--- src/rtl/display_pkg.sv ---
// Shared DVI display constants: TMDS control symbols, the reset
// symbol alias and an 8-bit popcount helper.
package display_pkg;

   localparam logic [9:0] CTRL_00 = 10'b1101010100;
   localparam logic [9:0] CTRL_01 = 10'b0010101011;
   localparam logic [9:0] CTRL_10 = 10'b0101010100;
   localparam logic [9:0] CTRL_11 = 10'b1010101011;

   localparam logic [9:0] TMDS_RESET = CTRL_00;

   function automatic logic [3:0] popcount8(input logic [7:0] d);
      logic [3:0] n;
      n = '0;
      for (int i = 0; i < 8; i++) begin
         n = n + {3'b000, d[i]};
      end
      return n;
   endfunction

endpackage

--- src/rtl/tmds_encoder_dvi.sv ---
// DVI 1.0 TMDS 8b/10b encoder, one colour channel, 2-stage pipeline.
// Ports: i_clk, i_rst_n (async low), i_de, i_data[7:0], i_ctrl[1:0];
//        o_tmds[9:0] (bit 0 first), o_bias (signed, BIAS_W >= 5).
module tmds_encoder_dvi
   import display_pkg::*;
#(
   parameter int BIAS_W = 5
) (
   input  logic              i_clk,
   input  logic              i_rst_n,
   input  logic              i_de,
   input  logic [7:0]        i_data,
   input  logic [1:0]        i_ctrl,
   output logic [9:0]        o_tmds,
   output logic [BIAS_W-1:0] o_bias
);

   localparam logic [BIAS_W-1:0] TWO = BIAS_W'(2);

   // stage 1
   logic [3:0]        w_n1d;
   logic              w_xnor;
   logic [8:0]        w_qm;

   logic [8:0]        r_qm;
   logic              r_de;
   logic [1:0]        r_ctrl;

   // stage 2
   logic [3:0]        w_n1q;
   logic [BIAS_W-1:0] w_n1s;
   logic [BIAS_W-1:0] w_n0s;
   logic              w_q8;
   logic              w_bal;
   logic              w_inv;
   logic [9:0]        w_sym;
   logic [9:0]        w_ctl;
   logic [BIAS_W-1:0] w_bias_nxt;

   logic [9:0]        r_tmds;
   logic [BIAS_W-1:0] r_bias;

   assign w_n1d  = popcount8(i_data);
   assign w_xnor = (w_n1d > 4'd4) ||
                   ((w_n1d == 4'd4) && !i_data[0]);

   always_comb begin
      logic [8:0] v;
      v    = '0;
      v[0] = i_data[0];
      for (int i = 1; i < 8; i++) begin
         v[i] = w_xnor ? ~(v[i-1] ^ i_data[i])
                       :  (v[i-1] ^ i_data[i]);
      end
      v[8] = ~w_xnor;
      w_qm = v;
   end

   always_ff @(posedge i_clk or negedge i_rst_n) begin
      if (!i_rst_n) begin
         r_qm   <= '0;
         r_de   <= 1'b0;
         r_ctrl <= '0;
      end else begin
         r_qm   <= w_qm;
         r_de   <= i_de;
         r_ctrl <= i_ctrl;
      end
   end

   assign w_n1q = popcount8(r_qm[7:0]);
   assign w_n1s = BIAS_W'(w_n1q);
   assign w_n0s = BIAS_W'(4'd8 - w_n1q);
   assign w_q8  = r_qm[8];

   // balanced word or zero bias: polarity chosen by q_m[8] alone
   assign w_bal = (r_bias == '0) || (w_n1q == 4'd4);

   // otherwise invert when the word would push bias further out
   assign w_inv = (!r_bias[BIAS_W-1] && (w_n1q > 4'd4)) ||
                  ( r_bias[BIAS_W-1] && (w_n1q < 4'd4));

   always_comb begin
      w_ctl = CTRL_00;
      unique case (r_ctrl)
         2'b00: w_ctl = CTRL_00;
         2'b01: w_ctl = CTRL_01;
         2'b10: w_ctl = CTRL_10;
         2'b11: w_ctl = CTRL_11;
      endcase
   end

   always_comb begin
      w_sym      = w_ctl;
      w_bias_nxt = '0;
      if (r_de) begin
         if (w_bal) begin
            w_sym = {~w_q8, w_q8,
                     w_q8 ? r_qm[7:0] : ~r_qm[7:0]};
            w_bias_nxt = w_q8 ? r_bias + w_n1s - w_n0s
                              : r_bias + w_n0s - w_n1s;
         end else if (w_inv) begin
            w_sym = {1'b1, w_q8, ~r_qm[7:0]};
            w_bias_nxt = r_bias + (w_q8 ? TWO : '0)
                         + w_n0s - w_n1s;
         end else begin
            w_sym = {1'b0, w_q8, r_qm[7:0]};
            w_bias_nxt = r_bias - (w_q8 ? '0 : TWO)
                         + w_n1s - w_n0s;
         end
      end
   end

   always_ff @(posedge i_clk or negedge i_rst_n) begin
      if (!i_rst_n) begin
         r_tmds <= TMDS_RESET;
         r_bias <= '0;
      end else begin
         r_tmds <= w_sym;
         r_bias <= w_bias_nxt;
      end
   end

   assign o_tmds = r_tmds;
   assign o_bias = r_bias;

endmodule

--- config.mk ---
export PLATFORM = sky130hd
export DESIGN_NAME = tmds_encoder_dvi
export DESIGN_NICKNAME = d
export VERILOG_FILES = /design/src/rtl/display_pkg.sv /design/src/rtl/tmds_encoder_dvi.sv
export SDC_FILE = /design/constraint.sdc
export NUM_CORES = 1
export LEC_CHECK = 0
export ABC_AREA = 1
export BUFFER_PORTS_ARGS = -buffer_cell sky130_fd_sc_hd__buf_4
export CELL_PAD_IN_SITES_DETAIL_PLACEMENT = 1
export CELL_PAD_IN_SITES_GLOBAL_PLACEMENT = 1
export CORE_MARGIN = 1.5
export CORE_UTILIZATION = 49
export DETAILED_ROUTE_END_ITERATION = 10
export GPL_TIMING_DRIVEN = 1
export PLACE_DENSITY = 0.95
export SLEW_MARGIN = 5
export SYNTH_ARGS = -nofsm -noshare
export SYNTH_HDL_FRONTEND = slang
export SYNTH_SLANG_ARGS = --single-unit
--- constraint.sdc ---
create_clock -name i_clk -period 13.5 [get_ports i_clk]
set_input_delay 0.675 -clock i_clk [delete_from_list [all_inputs] [get_ports i_clk]]
set_output_delay 0.675 -clock i_clk [all_outputs]
set_load 0.01 [all_outputs]
* Word level (Yosys, flattened, before mapping)
Cells that the tools add are included.
Widths: inputs -> output; s select.
** Storage, ports and cells
- Input port bits :: 13
- Bits in registers :: 27
- Bits in latches :: 0
- Memories :: 0
- Logic and storage cells :: 83
- Output and inout bits :: 15
- Memory bits (writable) :: 0
- Memory bits (read-only) :: 0
** Cells by class
- Multiply operators :: 0
- Magnitude comparators :: 3
- Divide/modulo/power cells :: 0
- Bitwise operators :: 17
- Equal/unequal tests :: 5
- Reduce and logical (&&, ||, !) cells :: 10
- Muxes and demuxes :: 18
- Shift-type cells :: 0
- Add/sub/neg operators :: 25
** Operators with widths (count)
- $pmux 10 s4 :: 1
- $add 4x1->4 :: 8
- $mux 10 :: 3
- $mux 5 :: 4
- $add 5x4->5 :: 2
- $add 5x5->5 :: 2
- $sub 5x4->5 :: 2
- $sub 5x5->5 :: 2
- $not 1->1 :: 9
- $add 3x1->4 :: 2
- $eq 4x3->1 const B :: 2
- $gt 4x3->1 const B :: 2
- $mux 8 :: 1
- $not 8->8 :: 1
- $mux 1 :: 7
- $xor 1x1->1 :: 7
- $add 2x1->3 :: 2
- $add 5x2->5 :: 1
- $logic_not 5->1 :: 1
- $sub 4x4->5 const A :: 1
- $sub 5x2->5 :: 1
- $add 1x1->2 :: 2
- $eq 2x2->1 const B :: 2
- $lt 4x3->1 const B :: 1
- 6 further kinds :: 12

* Longest topological paths before layout
Gate-level depths: netlist of the first run.
- Depth in word-level cells :: 29
- Mapped depth :: 26
- Depth with buffers taken out :: 26

* Worst setup path after synthesis of the first run
Ideal clock, no wire load.
- Path type :: flip-flop to flip-flop
- Start :: register r_qm[0]
- End :: register r_bias[4] (netlist: o_bias[4])
- Required time :: 13382 ps
- Path buffers :: 0
- Clock period less this slack :: 5373 ps
- Setup slack :: 8127 ps
- Setup time :: 118 ps
- Arrival :: 5255 ps
- Cell stages (with the launch flop) :: 23
- Cell sequence :: dfrtp_1 inv_1 fa_1 fa_1 fa_1 inv_1 ha_1 fa_1 inv_1 ha_1 ha_1 inv_1 fa_1 inv_1 fa_1 o21ai_0 xor2_1 or2_0 nand2_1 nand2_1 nand2_1 nand2_1 nor2_2
** On the way
- Cells in the longest elaborated chain, start to end :: 13
- Elaborated cells on any way between the ends :: 27
- Classes of those cells :: 16 x add/sub; 2 x order compare; 1 x eq/ne; 4 x mux; 4 x reduce/logical
** Ends and longest elaborated chain
- start: declaration :: RTL line tmds_encoder_dvi.sv:25 : logic [8:0] r_qm;
- start signal: assignment :: RTL line tmds_encoder_dvi.sv:65 : r_qm <= w_qm;
- $add 1x1->2 * :: RTL line display_pkg.sv:16 : n = n + {3'b000, d[i]};
- $add 2x1->3 * :: RTL line display_pkg.sv:16
- $add 3x1->4 * :: RTL line display_pkg.sv:16
- $add 4x1->4 * (4 in a row) :: RTL line display_pkg.sv:16
- $sub 4x4->5, or another cell as far along :: RTL line tmds_encoder_dvi.sv:73 : assign w_n0s = BIAS_W'(4'd8 - w_n1q);
- $add 5x5->5, or another cell as far along :: RTL line tmds_encoder_dvi.sv:105 : + w_n0s - w_n1s;
- $sub 5x4->5, or another cell as far along :: RTL line tmds_encoder_dvi.sv:105
- $mux 5 (on tied branches) :: RTL line tmds_encoder_dvi.sv:102, tmds_encoder_dvi.sv:100
- $mux 5 * :: RTL line tmds_encoder_dvi.sv:97 : if (w_bal) begin
- $mux 5 * :: RTL line tmds_encoder_dvi.sv:96 : if (r_de) begin
- via w_bias_nxt[4] :: RTL line tmds_encoder_dvi.sv:38 : logic [BIAS_W-1:0] w_bias_nxt;
- end signal: assignment :: RTL line tmds_encoder_dvi.sv:120 : r_bias <= w_bias_nxt;
- end: declaration :: RTL line tmds_encoder_dvi.sv:41 : logic [BIAS_W-1:0] r_bias;
The timed path passes the listed nets; every way through them passes the cells marked *.

* Final worst setup path of the first run
Same ends and word-level chain as after synthesis.

==> results by group, run 1 <==
Timing
  – Endpoints failing hold: 0
  – Layout Skew: between 3 and 4 ps
  – Unrepaired setup endpoints after global routing: false
  – Rel. slew slack: between 50 and 60%
  – Fin crit share: about 45%
  – Slew Viols, Final: 0
  – Worst Max-Slew Pin Slew: about 610 ps
  – Fmax: between 0.15 and 0.2 GHz
  – Final setup fails: 0
  – Setup_tns: 0 ps
  – Minimum clock period: between 6000 and 7000 ps

Clock tree
  – Clock tree sinks: 27
  – Post-CTS Hold Buffers: 0
  – Reg clk slew, reported paths: roughly 100 ps
  – CTS tree: done
  – Cts bufs inserted: 3
  – Setup bufs post-CTS: 0
  – Clk_lat worst skew: about 290 ps
  – Htree depth: 1
  – CTS root buf: clkbuf_8
  – CTS max path bufs: 2
  – PostCTS Resize Cnt: 0

GRT
  – Initial antenna violation count: 0
  – Gr ovfl total: 0
  – Number of global-route vias before repair: 2,649
  – All-layer global routing usage: between 20% and 30%
  – First-pass GRT wire length: 13.0 mm
  – Largest net degree at the start of global routing: 28

Route
  – Drt total wl: ~7.9 mm
  – DR vias: 2,345
  – DR iter-0 viols: 101
  – Wire length on met3: 261 µm
  – DR WL/cell: 18.6 µm
  – Antenna Nets Post-Route: 0
  – Number of vias per cell: about 5.5
  – Drt pass-1 iters: 4
  – Residual DRC: 0
  – Routed wl met2: about 4.3 mm
  – Highest routed layer: met4
  – Metal-1 WL: roughly 3.1 mm

Synth
  – Seq/Total Area, Yosys: roughly a quarter
  – Ys Warns: 0
  – Top cell type by total area after synthesis: dfrtp_1
  – Cells after synthesis: roughly 330
  – Synth cell types: 34
  – Synth top area share: 20.3%
  – Avg Cell Area, Syn: 8.31 µm²
  – Yosys reg bits: 27
  – Syn Nets: roughly 390
  – EDFF count, synth: 0
  – Asr flop ratio synth: between 90% and 100%
  – Top cells by area, synth: dfrtp_1 (20%), ha_1 (14%), fa_1 (13%)
  – Ys flop type: dfrtp_1
  – Netlist Area Pre-Place: 2720 µm²

Finish
  – Register area: around 680 µm²
  – Fillers: 652
  – N_diodes: 0
  – Most common cell after layout, fill and taps aside: inv_1
  – Post-layout util: between 50 and 60%
  – Layout overhead on the synthesized area: 11.4%
  – Commonest non-fill, non-tap cells in the layout: inv_1 (62), nand2_1 (57), ha_1 (30), buf_4 (27), dfrtp_1 (22)
  – Multi-input gate area in the final layout: around 1800 µm²
  – Layout cells sized above 1: about a fifth
  – Nets: 416

Min path
  – Hold Path Class: input port to asynchronous set/reset pin

Die
  – Floorplan row count: 26
  – Die ar.: 6000 µm²
  – Die H: a little under 80 µm
  – Core area: roughly 5200 µm²
  – Die W: 77.5 µm
  – Initial core utilization: 51.9%
  – IO Pins: 28

Setup path
  – Setup CP Type: flip-flop to flip-flop
  – Most Frequent Cell on Critical Path: nand2_1
  – Worst path max stage delay: about 630 ps
  – Crit end category: flip-flop
  – Crit path launch type: flip-flop
  – Critical Path Slowest Stage Cell: fa_1
  – Req. time, crit path: between 10,000 and 15,000 ps
  – Critical path arrival: about 6300 ps
  – Largest fanout on the critical path: 5

Placement
  – Placer Congestion: between 0.9 and 1
  – Final HPWL DP: around 6.7 mm
  – IO Port Bufs: 27

Outcome
  – Outcome: completed

Job
  – Max-Cap Viols: 0
==> cells in the mapped netlist, types with 2 or more instances <==
| master | instances |
|---|---|
| inv_1 | 62 |
| nand2_1 | 57 |
| ha_1 | 30 |
| dfrtp_1 | 22 |
| o21ai_0 | 21 |
| nand3_1 | 20 |
| fa_1 | 17 |
| xor2_1 | 13 |
| nand2_2 | 12 |
| a21oi_1 | 11 |
| nor2_1 | 11 |
| xnor2_1 | 10 |
| o21ai_2 | 7 |
| dfstp_2 | 5 |
| inv_2 | 4 |
| nand2_4 | 3 |
| o21ai_1 | 3 |
| buf_2 | 2 |
| nand3b_1 | 2 |
==> critical path: cells and delay by family (launching register included) <==
family,cells,cell delay [ps]
DFF,1,410
xor gates and xnor gates,1,190
adders and majority gates,9,3900
buffers and inverters,6,570
and+or+nand+nor,9,690
AOI/OAI and AO/OA,1,200
==> registers in the layout (all words and copies together), names as in the netlist <==
| register | count |
|---|---|
| o_tmds | 10 |
| r_qm | 9 |
| o_bias | 5 |
| r_ctrl | 2 |
| r_de | 1 |
==> cell families (layout without fill, tap and decap cells) <==
family          count (synthesis)  in the layout  synth area share [%]
xor+xnor                       25             25                  8.61
simple gates                  112            112                  19.8
flops                          27             27                  25.1
fa+ha+maj                      47             47                  26.3
compound gates                 46             46                  9.81
buf+inv                        70             98                  10.4
==> path summary, 6_finish.rpt <==
path / to / depth (start not counted) / slack, ps / start
min in group i_clk: o_tmds[3] / 1 / 470 / r_qm[3]
max: o_bias[4] / 26 / 7430 / r_qm[0]
max reg2reg: o_bias[4] / 26 / 7430 / r_qm[0]
min reg2reg: o_tmds[3] / 1 / 470 / r_qm[3]
min: r_ctrl[0] / 1 / 290 / i_rst_n
max in group asynchronous: o_tmds[4] / 1 / 12900 / i_rst_n
==> layout make-up <==
| class | instances | area share (%) |
|---|---|---|
| Inverter | 67 | 8.31 |
| Clock inverter | 1 | 0.248 |
| Multi-Input combinational cell | 230 | 57.9 |
| Sequential cell | 27 | 22.5 |
| Timing Repair Buffer | 27 | 6.70 |
| Tap cell | 70 | 2.89 |
| Clock buffer | 3 | 1.36 |
==> routing by layer <==
layer	track usage, %	vias to the layer above
met1	32.6	1186
met5	0	-
met4	11.6	0
met3	3.53	21
met2	53.2	59
li1	-	1079
==> stage by stage <==
| stage | area [µm²] | cells | setup slack [ps] | hold slack, ps |
|---|---|---|---|---|
| 5_1_grt | 3030 | 425 | 7100 | 299 |
| 4_1_cts | 3030 | 425 | 7470 | 295 |
| 3_5_place_dp | 2980 | 421 | 7500 | 463 |
| 6_report | 3030 | 425 | 7430 | 289 |
| 2_1_floorplan | 2720 | 327 | 8130 | 379 |
| 3_3_place_gp | 2980 | 421 | 7930 | 445 |
Power of run 1 is not shown: default switching activity piles up to over one toggle a cycle in this logic, so the estimate is an artifact.
==> run 2, diff against run 1 <==
CORE_UTILIZATION = 45   (was 49)
PLACE_DENSITY = 0.93   (was 0.95)
clock period = 6.2 ns   (was 13.5 ns; I/O delays follow)
==> run 2 against run 1 <==
Against the previous run:
- worst hold slack got worse by 180 ps
- setup slack got worse by 7100 ps
- clock skew increased by 2.7 ps
- highest routed layer unchanged
==> results by group, run 2 (same netlist as run 1, synthesis figures left out) <==
Finish
  – N_diodes: 0
  – Finished Cell Area: ~3000 µm²
  – Layout cells sized above 1: 19.1%
  – Commonest non-fill, non-tap cells in the layout: inv_1 (62), nand2_1 (57), ha_1 (30), buf_4 (27), dfrtp_1 (22)
  – Most common cell after layout, fill and taps aside: inv_1
  – Nets: 417
  – Max FFs per register: 10
  – Layout overhead on the synthesized area: 12.1%

Clock tree
  – CTS root buf: clkbuf_8
  – CTS max path bufs: 2
  – Cts bufs inserted: 3
  – Clock tree sinks: 27
  – Htree depth: 1
  – CTS tree: done
  – Clk_lat worst skew: approximately 300 ps
  – Reg clk slew, reported paths: ~110 ps

Job
  – Max-Cap Viols: 0

Timing
  – Setup_tns: 0 ps
  – Fin crit share: 94.7%
  – Fmax: between 0.15 and 0.2 GHz
  – Final setup fails: 0
  – Rel. slew slack: a little over three fifths
  – Minimum clock period: a little under 6000 ps
  – Fin worst setup slack: about 330 ps
  – Endpoints failing hold: 0
  – Worst Max-Slew Pin Slew: roughly 550 ps
  – Unrepaired setup endpoints after global routing: false
  – Layout Skew: approximately 6.5 ps
  – Slew Viols, Final: 0
  – Hold_ws: around 110 ps

Route
  – Number of vias per cell: 5.35
  – Residual DRC: 0
  – Drt pass-1 iters: 4
  – DR iter-0 viols: between 100 and 150
  – DR vias: approximately 2,300
  – DR WL/cell: around 18 µm
  – Antenna Nets Post-Route: 0
  – Drt total wl: roughly 7.6 mm

Die
  – Floorplan row count: 28
  – Die H: ~81 µm
  – Core area: about 6000 µm²
  – Initial core utilization: between 40% and 50%
  – IO Pins: 28
  – Die W: between 80 and 90 µm
  – Die ar.: 6510 µm²

Setup path
  – Crit end category: flip-flop
  – Most Frequent Cell on Critical Path: nand2_1
  – Largest fanout on the critical path: 5
  – Cell family with most CP delay: adder cells
  – Worst path max stage delay: 630 ps
  – Crit path launch type: flip-flop
  – Buf/Inv on CP: 6
  – Critical Path Slowest Stage Cell: fa_2
  – Critical path arrival: 6080 ps
  – Setup CP Type: flip-flop to flip-flop
  – Req. time, crit path: 6410 ps

Placement
  – Placer Congestion: about 0.85
  – IO Port Bufs: 27
  – Final HPWL DP: slightly above 6 mm
  – Placed cell areas: roughly 3000 µm²
  – DP Worst Slack: 329 ps

GRT
  – Largest net degree at the start of global routing: 28
  – All-layer global routing usage: between 20% and 30%
  – Gr ovfl total: 0
  – Initial antenna violation count: 0
  – Number of global-route vias before repair: 2,568
  – First-pass GRT wire length: roughly 12 mm

Outcome
  – Outcome: completed

Min path
  – Hold Path Class: input port to flip-flop
run 2: layer usage:
layer	vias up	routed length, µm	global-route usage, %
met5	-	0	0
met4	0	209	9.14
met3	19	254	3.07
met2	64	4030	47.0
met1	1145	3080	28.4
li1	1076	-	-
run 2: metrics by stage:
stage | instances | util (%)
global placement | 426 | 50.7
finish | 431 | 51.7
detailed placement | 426 | 50.7
CTS | 431 | 51.7
floorplan | 327 | -
global route | 431 | 51.7
run 2: worst paths after layout:
| kind | from | to | cells after the start | slack [ps] |
|---|---|---|---|---|
| setup / recovery | r_qm[1] | o_bias[4] | 26 | 330 |
| hold / removal | i_de | r_de | 1 | 110 |
| setup reg to reg | r_qm[1] | o_bias[4] | 26 | 330 |
| hold reg to reg | r_qm[0] | o_tmds[0] | 1 | 470 |
| max in group asynchronous | i_rst_n | o_tmds[4] | 2 | 5430 |
| min in group asynchronous | i_rst_n | o_bias[2] | 2 | 460 |
run 2: area by class of cell:
| cell class | instances | area, µm² |
|---|---|---|
| Clock inverter | 1 | 7.51 |
| Timing Repair Buffer | 28 | 213 |
| Fill cell | 736 | 2840 |
| Tap cell | 75 | 93.8 |
| Inverter | 67 | 251 |
| Sequential cell | 27 | 682 |
| Clock buffer | 3 | 41.3 |
| Multi-Input combinational cell | 230 | 1760 |
run 2: repair_timing:
item,4_1_cts,5_1_grt
endpoints found under the hold margin,22,0
hold buffers,1,0
setup buffers,0,0
gates resized for setup,0,2
setup endpoints to repair,0,1
Power of run 2 is left out for the same reason.
